[src/rtl/mod_idex_operand_stage_pkg.sv]
// Shared MIPS core definitions: datapath widths, the zero register and forwarding selects.
package mips_pkg;

    localparam int unsigned DATA_W  = 32;
    localparam int unsigned RADDR_W = 5;

    // $0 is hard-wired to zero and must never be a forwarding source.
    localparam logic [RADDR_W-1:0] REG_ZERO = 5'd0;

    typedef enum logic [1:0] {
        FWD_REG = 2'd0,
        FWD_MEM = 2'd1,
        FWD_WB  = 2'd2
    } fwd_sel_t;

endpackage

[src/rtl/mod_idex_operand_stage_if.sv]
// ID/EX operand-stage bus: decoded ID fields, forwarding sources, and EX-side results.
interface mod_idex_operand_stage_if import mips_pkg::*; #(
    parameter int unsigned DATA_W  = mips_pkg::DATA_W,
    parameter int unsigned RADDR_W = mips_pkg::RADDR_W,
    parameter int unsigned CNT_W   = 16
) ();

    // Decoded instruction in ID
    logic               id_valid;
    logic [RADDR_W-1:0] id_rs1_addr;
    logic [RADDR_W-1:0] id_rs2_addr;
    logic [RADDR_W-1:0] id_rd_addr;
    logic [DATA_W-1:0]  id_rs1_data;
    logic [DATA_W-1:0]  id_rs2_data;
    logic [DATA_W-1:0]  id_immediate;
    logic               id_alu_src;
    logic               id_reg_write;
    logic               id_mem_read;

    // Branch kill
    logic               flush;

    // Forwarding sources from later stages
    logic [RADDR_W-1:0] mem_rd_addr;
    logic               mem_reg_write;
    logic [DATA_W-1:0]  mem_result;
    logic [RADDR_W-1:0] wb_rd_addr;
    logic               wb_reg_write;
    logic [DATA_W-1:0]  wb_result;

    // Stage outputs
    logic               stall;
    logic               ex_valid;
    logic [DATA_W-1:0]  ex_rs1_data;
    logic [DATA_W-1:0]  ex_rs2_data;
    logic [DATA_W-1:0]  ex_immediate;
    logic               ex_alu_src;
    logic [RADDR_W-1:0] ex_rd_addr;
    logic               ex_reg_write;
    logic               ex_mem_read;
    logic [CNT_W-1:0]   stall_count;

    modport master (
        output id_valid, id_rs1_addr, id_rs2_addr, id_rd_addr, id_rs1_data, id_rs2_data,
        output id_immediate, id_alu_src, id_reg_write, id_mem_read, flush,
        output mem_rd_addr, mem_reg_write, mem_result, wb_rd_addr, wb_reg_write, wb_result,
        input  stall, ex_valid, ex_rs1_data, ex_rs2_data, ex_immediate, ex_alu_src,
        input  ex_rd_addr, ex_reg_write, ex_mem_read, stall_count
    );

    modport slave (
        input  id_valid, id_rs1_addr, id_rs2_addr, id_rd_addr, id_rs1_data, id_rs2_data,
        input  id_immediate, id_alu_src, id_reg_write, id_mem_read, flush,
        input  mem_rd_addr, mem_reg_write, mem_result, wb_rd_addr, wb_reg_write, wb_result,
        output stall, ex_valid, ex_rs1_data, ex_rs2_data, ex_immediate, ex_alu_src,
        output ex_rd_addr, ex_reg_write, ex_mem_read, stall_count
    );

endinterface

[src/rtl/mod_idex_operand_stage_fwd_sel.sv]
// Forwarding selector for one EX source operand: EX/MEM beats MEM/WB beats captured value.
module mod_fwd_sel import mips_pkg::*; #(
    parameter int unsigned DATA_W  = mips_pkg::DATA_W,
    parameter int unsigned RADDR_W = mips_pkg::RADDR_W
) (
    input  logic [RADDR_W-1:0] rs_addr,
    input  logic [DATA_W-1:0]  reg_data,
    input  logic [RADDR_W-1:0] mem_rd_addr,
    input  logic               mem_reg_write,
    input  logic [DATA_W-1:0]  mem_result,
    input  logic [RADDR_W-1:0] wb_rd_addr,
    input  logic               wb_reg_write,
    input  logic [DATA_W-1:0]  wb_result,
    output fwd_sel_t           sel,
    output logic [DATA_W-1:0]  data
);

    logic mem_hit;
    logic wb_hit;

    assign mem_hit = mem_reg_write && (mem_rd_addr != RADDR_W'(REG_ZERO))
                     && (mem_rd_addr == rs_addr);
    assign wb_hit  = wb_reg_write && (wb_rd_addr != RADDR_W'(REG_ZERO))
                     && (wb_rd_addr == rs_addr);

    // Priority select: the younger producer (EX/MEM) holds the newer value.
    always_comb begin
        sel = FWD_REG;
        if (mem_hit) begin
            sel = FWD_MEM;
        end else if (wb_hit) begin
            sel = FWD_WB;
        end
    end

    // Operand mux driven by the select.
    always_comb begin
        data = reg_data;
        case (sel)
            FWD_MEM: data = mem_result;
            FWD_WB:  data = wb_result;
            default: data = reg_data;
        endcase
    end

endmodule

[src/rtl/mod_idex_operand_stage.sv]
// ID/EX pipeline register with load-use stall, branch flush, ID bypass and EX forwarding.
module mod_idex_operand_stage import mips_pkg::*; #(
    parameter int unsigned DATA_W  = mips_pkg::DATA_W,
    parameter int unsigned RADDR_W = mips_pkg::RADDR_W,
    parameter int unsigned CNT_W   = 16
) (
    input  logic                      clk,
    input  logic                      rst,
    mod_idex_operand_stage_if.slave   bus
);

    logic               ex_valid_q;
    logic [RADDR_W-1:0] ex_rs1_addr_q;
    logic [RADDR_W-1:0] ex_rs2_addr_q;
    logic [RADDR_W-1:0] ex_rd_addr_q;
    logic [DATA_W-1:0]  ex_rs1_data_q;
    logic [DATA_W-1:0]  ex_rs2_data_q;
    logic [DATA_W-1:0]  ex_immediate_q;
    logic               ex_alu_src_q;
    logic               ex_reg_write_q;
    logic               ex_mem_read_q;
    logic [CNT_W-1:0]   stall_count_q;

    logic               hz;
    logic               stall;
    logic               wb_hit_rs1;
    logic               wb_hit_rs2;
    logic [DATA_W-1:0]  cap_rs1_data;
    logic [DATA_W-1:0]  cap_rs2_data;
    fwd_sel_t           rs1_sel;
    fwd_sel_t           rs2_sel;
    logic [DATA_W-1:0]  rs1_fwd_data;
    logic [DATA_W-1:0]  rs2_fwd_data;

    // Load-use hazard: the load in EX has not produced its data yet, so ID must wait.
    always_comb begin
        hz = ex_valid_q && ex_mem_read_q && bus.id_valid
             && (ex_rd_addr_q != RADDR_W'(REG_ZERO))
             && ((ex_rd_addr_q == bus.id_rs1_addr) || (ex_rd_addr_q == bus.id_rs2_addr));
        stall = hz && !bus.flush;
    end

    // ID bypass: the regfile write happening this cycle is not yet visible to the ID read.
    always_comb begin
        wb_hit_rs1 = bus.wb_reg_write && (bus.wb_rd_addr != RADDR_W'(REG_ZERO))
                     && (bus.wb_rd_addr == bus.id_rs1_addr);
        wb_hit_rs2 = bus.wb_reg_write && (bus.wb_rd_addr != RADDR_W'(REG_ZERO))
                     && (bus.wb_rd_addr == bus.id_rs2_addr);
        cap_rs1_data = wb_hit_rs1 ? bus.wb_result : bus.id_rs1_data;
        cap_rs2_data = wb_hit_rs2 ? bus.wb_result : bus.id_rs2_data;
    end

    // Stage register: reset > flush/hazard bubble > normal capture.
    always_ff @(posedge clk) begin
        if (rst) begin
            ex_valid_q     <= 1'b0;
            ex_rs1_addr_q  <= '0;
            ex_rs2_addr_q  <= '0;
            ex_rd_addr_q   <= '0;
            ex_rs1_data_q  <= '0;
            ex_rs2_data_q  <= '0;
            ex_immediate_q <= '0;
            ex_alu_src_q   <= 1'b0;
            ex_reg_write_q <= 1'b0;
            ex_mem_read_q  <= 1'b0;
        end else if (bus.flush || hz) begin
            // Bubble: only the control bits matter, data fields are left as-is.
            ex_valid_q     <= 1'b0;
            ex_reg_write_q <= 1'b0;
            ex_mem_read_q  <= 1'b0;
        end else begin
            ex_valid_q     <= bus.id_valid;
            ex_rs1_addr_q  <= bus.id_rs1_addr;
            ex_rs2_addr_q  <= bus.id_rs2_addr;
            ex_rd_addr_q   <= bus.id_rd_addr;
            ex_rs1_data_q  <= cap_rs1_data;
            ex_rs2_data_q  <= cap_rs2_data;
            ex_immediate_q <= bus.id_immediate;
            ex_alu_src_q   <= bus.id_alu_src;
            ex_reg_write_q <= bus.id_reg_write;
            ex_mem_read_q  <= bus.id_mem_read;
        end
    end

    // Saturating stall-cycle counter, cleared only by reset.
    always_ff @(posedge clk) begin
        if (rst) begin
            stall_count_q <= '0;
        end else if (stall && (stall_count_q != '1)) begin
            stall_count_q <= stall_count_q + 1'b1;
        end
    end

    mod_fwd_sel #(
        .DATA_W  (DATA_W),
        .RADDR_W (RADDR_W)
    ) u_fwd_rs1 (
        .rs_addr       (ex_rs1_addr_q),
        .reg_data      (ex_rs1_data_q),
        .mem_rd_addr   (bus.mem_rd_addr),
        .mem_reg_write (bus.mem_reg_write),
        .mem_result    (bus.mem_result),
        .wb_rd_addr    (bus.wb_rd_addr),
        .wb_reg_write  (bus.wb_reg_write),
        .wb_result     (bus.wb_result),
        .sel           (rs1_sel),
        .data          (rs1_fwd_data)
    );

    // rs2 is forwarded even for immediate-form instructions: stores need it as write data.
    mod_fwd_sel #(
        .DATA_W  (DATA_W),
        .RADDR_W (RADDR_W)
    ) u_fwd_rs2 (
        .rs_addr       (ex_rs2_addr_q),
        .reg_data      (ex_rs2_data_q),
        .mem_rd_addr   (bus.mem_rd_addr),
        .mem_reg_write (bus.mem_reg_write),
        .mem_result    (bus.mem_result),
        .wb_rd_addr    (bus.wb_rd_addr),
        .wb_reg_write  (bus.wb_reg_write),
        .wb_result     (bus.wb_result),
        .sel           (rs2_sel),
        .data          (rs2_fwd_data)
    );

    // A forwarding select other than the captured value must always name a real register.
    a_rs1_fwd_nonzero: assert property (@(posedge clk) disable iff (rst)
        (rs1_sel != FWD_REG) |-> (ex_rs1_addr_q != RADDR_W'(REG_ZERO)));
    a_rs2_fwd_nonzero: assert property (@(posedge clk) disable iff (rst)
        (rs2_sel != FWD_REG) |-> (ex_rs2_addr_q != RADDR_W'(REG_ZERO)));

    assign bus.stall        = stall;
    assign bus.ex_valid     = ex_valid_q;
    assign bus.ex_rs1_data  = rs1_fwd_data;
    assign bus.ex_rs2_data  = rs2_fwd_data;
    assign bus.ex_immediate = ex_immediate_q;
    assign bus.ex_alu_src   = ex_alu_src_q;
    assign bus.ex_rd_addr   = ex_rd_addr_q;
    assign bus.ex_reg_write = ex_reg_write_q && ex_valid_q;
    assign bus.ex_mem_read  = ex_mem_read_q && ex_valid_q;
    assign bus.stall_count  = stall_count_q;

endmodule

[src/flat_wrapper.sv]
// flat-port wrapper written by rule: the top's interface ports become plain ports
module mod_idex_operand_stage_flat import mips_pkg::*;
#(
    parameter int unsigned DATA_W  = mips_pkg::DATA_W,
    parameter int unsigned RADDR_W = mips_pkg::RADDR_W,
    parameter int unsigned CNT_W   = 16
)
  (clk, rst, bus_id_valid, bus_id_rs1_addr, bus_id_rs2_addr, bus_id_rd_addr, bus_id_rs1_data, bus_id_rs2_data, bus_id_immediate, bus_id_alu_src, bus_id_reg_write, bus_id_mem_read, bus_flush, bus_mem_rd_addr, bus_mem_reg_write, bus_mem_result, bus_wb_rd_addr, bus_wb_reg_write, bus_wb_result, bus_stall, bus_ex_valid, bus_ex_rs1_data, bus_ex_rs2_data, bus_ex_immediate, bus_ex_alu_src, bus_ex_rd_addr, bus_ex_reg_write, bus_ex_mem_read, bus_stall_count);
  mod_idex_operand_stage_if #(.DATA_W(DATA_W), .RADDR_W(RADDR_W), .CNT_W(CNT_W)) bus_i ();
  input  logic clk;
  input  logic rst;
  input wire logic [$bits(bus_i.id_valid)-1:0] bus_id_valid;
  input wire logic [$bits(bus_i.id_rs1_addr)-1:0] bus_id_rs1_addr;
  input wire logic [$bits(bus_i.id_rs2_addr)-1:0] bus_id_rs2_addr;
  input wire logic [$bits(bus_i.id_rd_addr)-1:0] bus_id_rd_addr;
  input wire logic [$bits(bus_i.id_rs1_data)-1:0] bus_id_rs1_data;
  input wire logic [$bits(bus_i.id_rs2_data)-1:0] bus_id_rs2_data;
  input wire logic [$bits(bus_i.id_immediate)-1:0] bus_id_immediate;
  input wire logic [$bits(bus_i.id_alu_src)-1:0] bus_id_alu_src;
  input wire logic [$bits(bus_i.id_reg_write)-1:0] bus_id_reg_write;
  input wire logic [$bits(bus_i.id_mem_read)-1:0] bus_id_mem_read;
  input wire logic [$bits(bus_i.flush)-1:0] bus_flush;
  input wire logic [$bits(bus_i.mem_rd_addr)-1:0] bus_mem_rd_addr;
  input wire logic [$bits(bus_i.mem_reg_write)-1:0] bus_mem_reg_write;
  input wire logic [$bits(bus_i.mem_result)-1:0] bus_mem_result;
  input wire logic [$bits(bus_i.wb_rd_addr)-1:0] bus_wb_rd_addr;
  input wire logic [$bits(bus_i.wb_reg_write)-1:0] bus_wb_reg_write;
  input wire logic [$bits(bus_i.wb_result)-1:0] bus_wb_result;
  output wire logic [$bits(bus_i.stall)-1:0] bus_stall;
  output wire logic [$bits(bus_i.ex_valid)-1:0] bus_ex_valid;
  output wire logic [$bits(bus_i.ex_rs1_data)-1:0] bus_ex_rs1_data;
  output wire logic [$bits(bus_i.ex_rs2_data)-1:0] bus_ex_rs2_data;
  output wire logic [$bits(bus_i.ex_immediate)-1:0] bus_ex_immediate;
  output wire logic [$bits(bus_i.ex_alu_src)-1:0] bus_ex_alu_src;
  output wire logic [$bits(bus_i.ex_rd_addr)-1:0] bus_ex_rd_addr;
  output wire logic [$bits(bus_i.ex_reg_write)-1:0] bus_ex_reg_write;
  output wire logic [$bits(bus_i.ex_mem_read)-1:0] bus_ex_mem_read;
  output wire logic [$bits(bus_i.stall_count)-1:0] bus_stall_count;
  assign bus_i.id_valid = bus_id_valid;
  assign bus_i.id_rs1_addr = bus_id_rs1_addr;
  assign bus_i.id_rs2_addr = bus_id_rs2_addr;
  assign bus_i.id_rd_addr = bus_id_rd_addr;
  assign bus_i.id_rs1_data = bus_id_rs1_data;
  assign bus_i.id_rs2_data = bus_id_rs2_data;
  assign bus_i.id_immediate = bus_id_immediate;
  assign bus_i.id_alu_src = bus_id_alu_src;
  assign bus_i.id_reg_write = bus_id_reg_write;
  assign bus_i.id_mem_read = bus_id_mem_read;
  assign bus_i.flush = bus_flush;
  assign bus_i.mem_rd_addr = bus_mem_rd_addr;
  assign bus_i.mem_reg_write = bus_mem_reg_write;
  assign bus_i.mem_result = bus_mem_result;
  assign bus_i.wb_rd_addr = bus_wb_rd_addr;
  assign bus_i.wb_reg_write = bus_wb_reg_write;
  assign bus_i.wb_result = bus_wb_result;
  assign bus_stall = bus_i.stall;
  assign bus_ex_valid = bus_i.ex_valid;
  assign bus_ex_rs1_data = bus_i.ex_rs1_data;
  assign bus_ex_rs2_data = bus_i.ex_rs2_data;
  assign bus_ex_immediate = bus_i.ex_immediate;
  assign bus_ex_alu_src = bus_i.ex_alu_src;
  assign bus_ex_rd_addr = bus_i.ex_rd_addr;
  assign bus_ex_reg_write = bus_i.ex_reg_write;
  assign bus_ex_mem_read = bus_i.ex_mem_read;
  assign bus_stall_count = bus_i.stall_count;
  mod_idex_operand_stage #(.DATA_W(DATA_W), .RADDR_W(RADDR_W), .CNT_W(CNT_W)) u_core (.clk(clk), .rst(rst), .bus(bus_i));
endmodule
[config.mk]
export PLATFORM = sky130hd
export DESIGN_NAME = mod_idex_operand_stage_flat
export DESIGN_NICKNAME = d
export VERILOG_FILES = /design/src/rtl/mod_idex_operand_stage_pkg.sv /design/src/rtl/mod_idex_operand_stage_if.sv /design/src/rtl/mod_idex_operand_stage_fwd_sel.sv /design/src/rtl/mod_idex_operand_stage.sv /design/src/flat_wrapper.sv
export SDC_FILE = /design/constraint.sdc
export NUM_CORES = 1
export LEC_CHECK = 0
export CAP_MARGIN = 10
export CORE_AREA = 2 2 123 125
export CTS_CLUSTER_DIAMETER = 200
export DETAILED_ROUTE_END_ITERATION = 8
export DIE_AREA = 0 0 125 127
export DONT_BUFFER_PORTS = 1
export PLACE_DENSITY = 0.66
export SLEW_MARGIN = 40
export SYNTH_ARGS = -nofsm -noshare
export SYNTH_HDL_FRONTEND = slang
export SYNTH_SLANG_ARGS = --single-unit
[constraint.sdc]
create_clock -name clk -period 2.71 [get_ports clk]
set_input_delay 0.4065 -clock clk [delete_from_list [all_inputs] [get_ports clk]]
set_output_delay 0.4065 -clock clk [all_outputs]
set_load 0.1 [all_outputs]
# Word level (Yosys, flattened, before mapping)
# Index checks and enable logic that the tools add are counted.
[word_totals] out_inout_bits=122 register_bits=131 elab_cells=55
[op_classes] n_mux=8 eq_ne=13 n_addsub=1 n_reduce_logical=22
[op_table] op="$pmux W32 S2" n=2
[op_table] op="$mux W32" n=2
[op_table] op="$eq A5 B5 Y1" n=8
[op_table] op="$add A16 B1 Y16 const B" n=1
[op_table] op="$ne A16 B16 Y1 const B" n=1
[op_table] op="$logic_and A1 B1 Y1" n=15
[op_table] op="$reduce_bool A5 Y1" n=3
[op_table] op="$mux W2" n=4
[op_table] op="$eq A2 B1 Y1 const B" n=2
[op_table] op="$eq A2 B2 Y1 const B" n=2
[op_table] op="$logic_or A1 B1 Y1" n=2
[op_table] op="$reduce_or A2 Y1" n=1
[op_table] op="$logic_not A1 Y1" n=1

# Depth between registers and ports, before layout
[logic_depth] ltp_word=7 ltp_mapped=8

# By module
# From an unflattened synthesis, not the netlist that was laid out.
[hier_totals] cells_unflattened=1169 hier_area_um2=9561.7
[by_module_without_submodules] module="mod_idex_operand_stage" n_inst=1 cells_each=793 area_per_inst_um2=7196.9
[by_module_without_submodules] module="mod_fwd_sel" n_inst=2 cells_each=188 area_per_inst_um2=1182.4

# Worst setup path before layout
# No wires, ideal clock.
[synth_timing] path_kind="input to output" startpoint="in bus_wb_rd_addr[0]" endpoint="out bus_ex_rs1_data[0]" required_time_ps=2304 n_path_buf=2 t_arrival_ps=3973 path_slack_ps=-1669 cell_stages=7 path_cell_list="buf_2 or4_1 o21ai_4 nor4_4 buf_2 mux2i_1 o21ai_0"
[synth_between] elab_chain_cells=7
[synth_lines] item="start: declaration" line="flat_wrapper.sv:26" rtl="input wire logic [$bits(bus_i.wb_rd_addr)-1:0] bus_wb_rd_addr;"
[synth_lines] item="$reduce_bool A5 Y1" line="mod_idex_operand_stage_fwd_sel.sv:23" rtl="assign wb_hit = wb_reg_write && (wb_rd_addr != RADDR_W'(REG_ZERO))"
[synth_lines] item="$logic_and A1 B1 Y1" line="mod_idex_operand_stage_fwd_sel.sv:23"
[synth_lines] item="$logic_and A1 B1 Y1 (*)" line="mod_idex_operand_stage_fwd_sel.sv:24" rtl="&& (wb_rd_addr == rs_addr);"
[synth_lines] item="$mux W2 (*)" line="mod_idex_operand_stage_fwd_sel.sv:31" rtl="end else if (wb_hit) begin"
[synth_lines] item="$mux W2 (*)" line="mod_idex_operand_stage_fwd_sel.sv:29" rtl="if (mem_hit) begin"
[synth_lines] item="$eq A2 B2 Y1 or $eq A2 B1 Y1 (tied branches)" line="mod_idex_operand_stage_fwd_sel.sv:39" rtl="case (sel)"
[synth_lines] item="$pmux W32 S2 (*)" line="mod_idex_operand_stage_fwd_sel.sv:39"
[synth_lines] item="end: declaration" line="flat_wrapper.sv:31" rtl="output wire logic [$bits(bus_i.ex_rs1_data)-1:0] bus_ex_rs1_data;"
# Every way passes the cells marked *; elsewhere a longest branch is shown, timed or not.

# Final worst setup path
[layout_timing] startpoint="reg u_core.ex_rs2_addr_q[3]" endpoint="out bus_ex_rs2_data[0]"
[layout_between] elab_chain_cells=6
[layout_lines] item="start: declaration" line="mod_idex_operand_stage.sv:14" rtl="logic [RADDR_W-1:0] ex_rs2_addr_q;"
[layout_lines] item="start signal: assignment" line="mod_idex_operand_stage.sv:74" rtl="ex_rs2_addr_q <= bus.id_rs2_addr;"
[layout_lines] item="$eq A5 B5 Y1" line="mod_idex_operand_stage_fwd_sel.sv:24"
[layout_lines] item="$logic_and A1 B1 Y1" line="mod_idex_operand_stage_fwd_sel.sv:24"
[layout_lines] item="$mux W2" line="mod_idex_operand_stage_fwd_sel.sv:31"
[layout_lines] item="$mux W2 (*)" line="mod_idex_operand_stage_fwd_sel.sv:29"
[layout_lines] item="$eq A2 B2 Y1 or $eq A2 B1 Y1 (tied branches)" line="mod_idex_operand_stage_fwd_sel.sv:39"
[layout_lines] item="$pmux W32 S2 (*)" line="mod_idex_operand_stage_fwd_sel.sv:39"
[layout_lines] item="end: declaration" line="flat_wrapper.sv:32" rtl="output wire logic [$bits(bus_i.ex_rs2_data)-1:0] bus_ex_rs2_data;"
# Marked as above.

==> metrics.md <==
| Metric | Value |
|---|---|
| Hpwl dp | approximately 17,000 um |
| Max-slew headroom | between 50% and 60% |
| Clk_lat worst skew | between 0.4 and 0.5 ns |
| Port Buf Inserts | 0 |
| Vias in the first global route | 6,836 |
| Switching pwr | roughly 0.0022 W |
| CP max FO | 12 |
| Via density | around 6.1 |
| Wire per inst | 22.4 um |
| FF-to-FF Start | u_core.bus.ex_rd_addr[4] |
| Pre-antenna DRT Iters | 7 |
| Synth-to-Final Area Change | 47.4% |
| Type of element capturing the critical path | primary output |
| H-tree levels | 4 |
| Nets | about 1,100 |
| Largest net degree at the start of global routing | around 150 |
| First-pass GRT wire length | 37,000 um |
| R2r worst-path depth | 6 |
| Warnings from Yosys | 0 |
| Fin crit period | approximately 2.6 ns |
| Hold Crit Endpoint | u_core.bus.ex_immediate[6] |
| Placer Congestion | roughly 0.9 |
| CP required | 2.30 ns |
| Power per cell area | around 590 nW/um^2 |
| Starting Density | approximately 51% |
| Post-placement setup slack | 0.129 ns |
| FF-to-FF End | u_core.ex_rs2_data_q[3] |
| Syn nets | a little over 1,000 |
| Worst Min Path Start | rst |
| Multi-input gate area | about 5300 um^2 |
| Worst min-delay path class | in -> reg |
| Share of cells above drive strength 1 | a little over a third |
| Fmax | between 0.3 and 0.4 GHz |
| Root Driver | clkbuf_16 |
| Worst Skew | between 0.006 and 0.007 ns |
| Final setup viols | 0 |
| WL met2 | 12,900 um |
| Die height | 127 um |
| Mux cell area share after synthesis | approximately a quarter |
| Slack of the critical path | between 0.07 and 0.08 ns |
| CP startpoint kind | register |
| Number of cells on the worst hold path | 1 |
| Synth Register Bits | approximately 130 |
| I/O pin count | about 320 |
| Largest family of logic cells by synthesized area | multiplexers |
| Post-synthesis xor/xnor area fraction | about 4.7% |
| Total grt overflow | 0 |
| Number of diodes | 0 |
| Outcome | finished clean |
| Flop pwr share | between 30 and 40% |
| Placed cells | around 1,100 |
| CTS tree | done |
| CP Data Arrival Time | ~2.2 ns |
| Row count | between 40 and 50 |
| CTS Sinks | between 100 and 150 |
| EDFF count, synth | 0 |
| Cell internal pwr | roughly 0.0042 W |
| Via count | between 6,000 and 7,000 |
| Post-CTS Hold Fix Bufs | 0 |
| Gate power share | between 20 and 30% |
| WS Path Type | reg -> out |
| Period utilization | 97.1% |
| Fin cells | around 1,100 |
| DRC | 0 |
| Reg clk slew, reported paths | about 0.060 ns |
| Final Hold Fails | 0 |
| Pins Over Slew Limit | 0 |
| RSZ-0062 raised after global routing | yes |
| Total core area | roughly 14,000 um^2 |
| Worst-case clock buffer depth | 2 |
| Global Route Usage Sum | just under 30% |
| DRT Wirelength | between 20,000 and 25,000 um |
| Synth Flop Type | dfxtp_1 |
| Sw frac | 34.8% |
| Synth Area in Adders | less than 1% |
| Filler cells | between 900 and 1,000 |
| Clock buffer count from CTS | 17 |
| DRT iter0 DRCs | 439 |
| Max Cap Viol | 0 |
| VDD IR max | ~510 uV |
| Simple-Gate Fraction of Synth Area | between 10% and 20% |
| Compound-cell area share of the yosys netlist | about an eighth |
| Cell count after synthesis | approximately 840 |
| Syn Std Cell Area | 7390 um^2 |
| Reg2reg setup slack | around 0.40 ns |
| Width of the chip | 125 um |
| Post-synthesis async set-or-reset flop share | 0% |
| Met1 wire length | between 9000 and 10,000 um |
| Initial antenna violation count | 0 |
| Register area share after synthesis | 35.5% |
| Syn avg cell area | between 8 and 9 um^2 |
| CP Launch Point | u_core.ex_rs2_addr_q[3] |
| Met3 routed WL | 2040 um |
| Die area | approximately 16,000 um^2 |
| DR top layer | met4 |
| Clk pwr share | roughly 37% |
| P_leak | ~3.9 nW |
| Synth cell types | 39 |
| Post-route ant nets | 0 |
| Worst Max-Slew Pin Slew | ~0.63 ns |
| Final Util | between 70% and 80% |
| Sequential cell area | between 2000 and 3000 um^2 |
## critical path, cell delays in order (launching register included)
cell,delay (ns)
dfxtp_2,0.35
xnor2_1,0.19
nand3_1,0.16
nor4_4,0.16
buf_6,0.17
buf_12,0.18
mux2i_2,0.30
o21ai_4,0.11
buf_12,0.17
## logic make-up after synthesis
family | after synthesis
and+or+nand+nor | 272
DFF | 131
muxes | 188
adders and majority gates | 1
buffers and inverters | 69
xor gates and xnor gates | 40
AOI/OAI and AO/OA | 140
## placed cells by master, fill, tap and decap left out, types with 6 or more instances in the layout
cell | Yosys | routed
mux2i_1 | 177 | 132
nor2_1 | 128 | 127
dfxtp_1 | 131 | 81
buf_12 | 0 | 76
nand2_1 | 73 | 72
a211oi_1 | 65 | 65
dfxtp_2 | 0 | 50
o21ai_4 | 1 | 41
buf_4 | 10 | 34
mux2i_2 | 0 | 31
xnor2_1 | 28 | 25
o21ai_2 | 0 | 24
clkbuf_16 | 0 | 20
nand3_1 | 15 | 15
mux2i_4 | 0 | 14
xor2_1 | 12 | 12
nor2b_1 | 11 | 11
mux2_2 | 11 | 11
or4_1 | 8 | 7
nor4_4 | 4 | 6
nor4_1 | 6 | 6
buf_6 | 1 | 6
## worst max path at each step
stage / end / slack [ns] / depth (start not counted)
floorplan: bus_ex_rs1_data[7] / -0.84 / 5
global placement: bus_ex_rs2_data[8] / 0.17 / 7
detailed placement: bus_ex_rs1_data[13] / 0.13 / 7
CTS: bus_ex_rs2_data[23] / -0.02 / 8
global route: bus_ex_rs2_data[7] / -0.02 / 9
finish: bus_ex_rs2_data[0] / 0.08 / 8
## flip-flops by register name, summed over array words and instances, names as in the netlist
name                     count
u_core.bus.ex_immediate     32
u_core.bus.ex_valid          1
u_core.ex_rs1_data_q        32
u_core.ex_rs1_addr_q         5
u_core.ex_reg_write_q        1
u_core.ex_rs2_addr_q         5
u_core.bus.ex_alu_src        1
u_core.bus.stall_count      16
u_core.ex_mem_read_q         1
u_core.bus.ex_rd_addr        5
u_core.ex_rs2_data_q        32
## synth_stat cells (3+ instances only)
master,number,area [um^2]
a211oi_1,65,488
and2_1,3,18.8
and3_1,4,25.0
and3b_1,3,26.3
buf_2,20,100
buf_4,10,75.1
clkbuf_1,35,131
dfxtp_1,131,2620
mux2_2,11,124
mux2i_1,177,1770
nand2_1,73,274
nand3_1,15,75.1
nor2_1,128,480
nor2b_1,11,68.8
nor3_1,3,15.0
nor4_1,6,37.5
nor4_4,4,85.1
o21ai_0,38,190
o21ai_1,31,155
or3_1,3,18.8
or4_1,8,60.1
xnor2_1,28,245
xor2_1,12,105
## final cells by class
type	instances	area share, %
clock inverter	13	1.59
inverter	2	0.0689
clock buffer	19	4.07
tap	184	2.11
sequential	131	24.6
multi-input combinational	641	48.9
timing repair buffer	123	18.6
## routing by layer
layer / vias to the layer above / global-route usage [%]
met4: 0 / 11.1
met1: 3244 / 32.4
met5: - / 0
met3: 61 / 8.04
met2: 343 / 53.2
li1: 3150 / -
## metrics by stage
step                power, W  cell area [um^2]  hold WS (ns)  TNS [ns]
finish               0.00643             10900        0.0564         0
global placement     0.00398              9610         0.480         0
CTS                  0.00641             10500        0.0416   -0.0548
global route         0.00663             10900        0.0368    -0.136
detailed placement   0.00402              9670         0.485         0
floorplan            0.00354              8000         0.477    -20.46
## timing repair
| item | in CTS | in global routing |
|---|---|---|
| setup buffers | 7 | 1 |
| pin swaps | 5 | 3 |
| endpoints found under the setup margin | 64 | 63 |
| resized for setup | 20 | 64 |
| cloned | 4 | 3 |
## power groups by stage
stage,clock network [W],registers [W],logic [W]
floorplan,0,0.00238,0.00116
global placement,0,0.00235,0.00163
detailed placement,0,0.00236,0.00165
CTS,0.00240,0.00233,0.00168
global route,0.00250,0.00235,0.00178
finish,0.00237,0.00234,0.00172
Power figures use the tool's default switching activity.
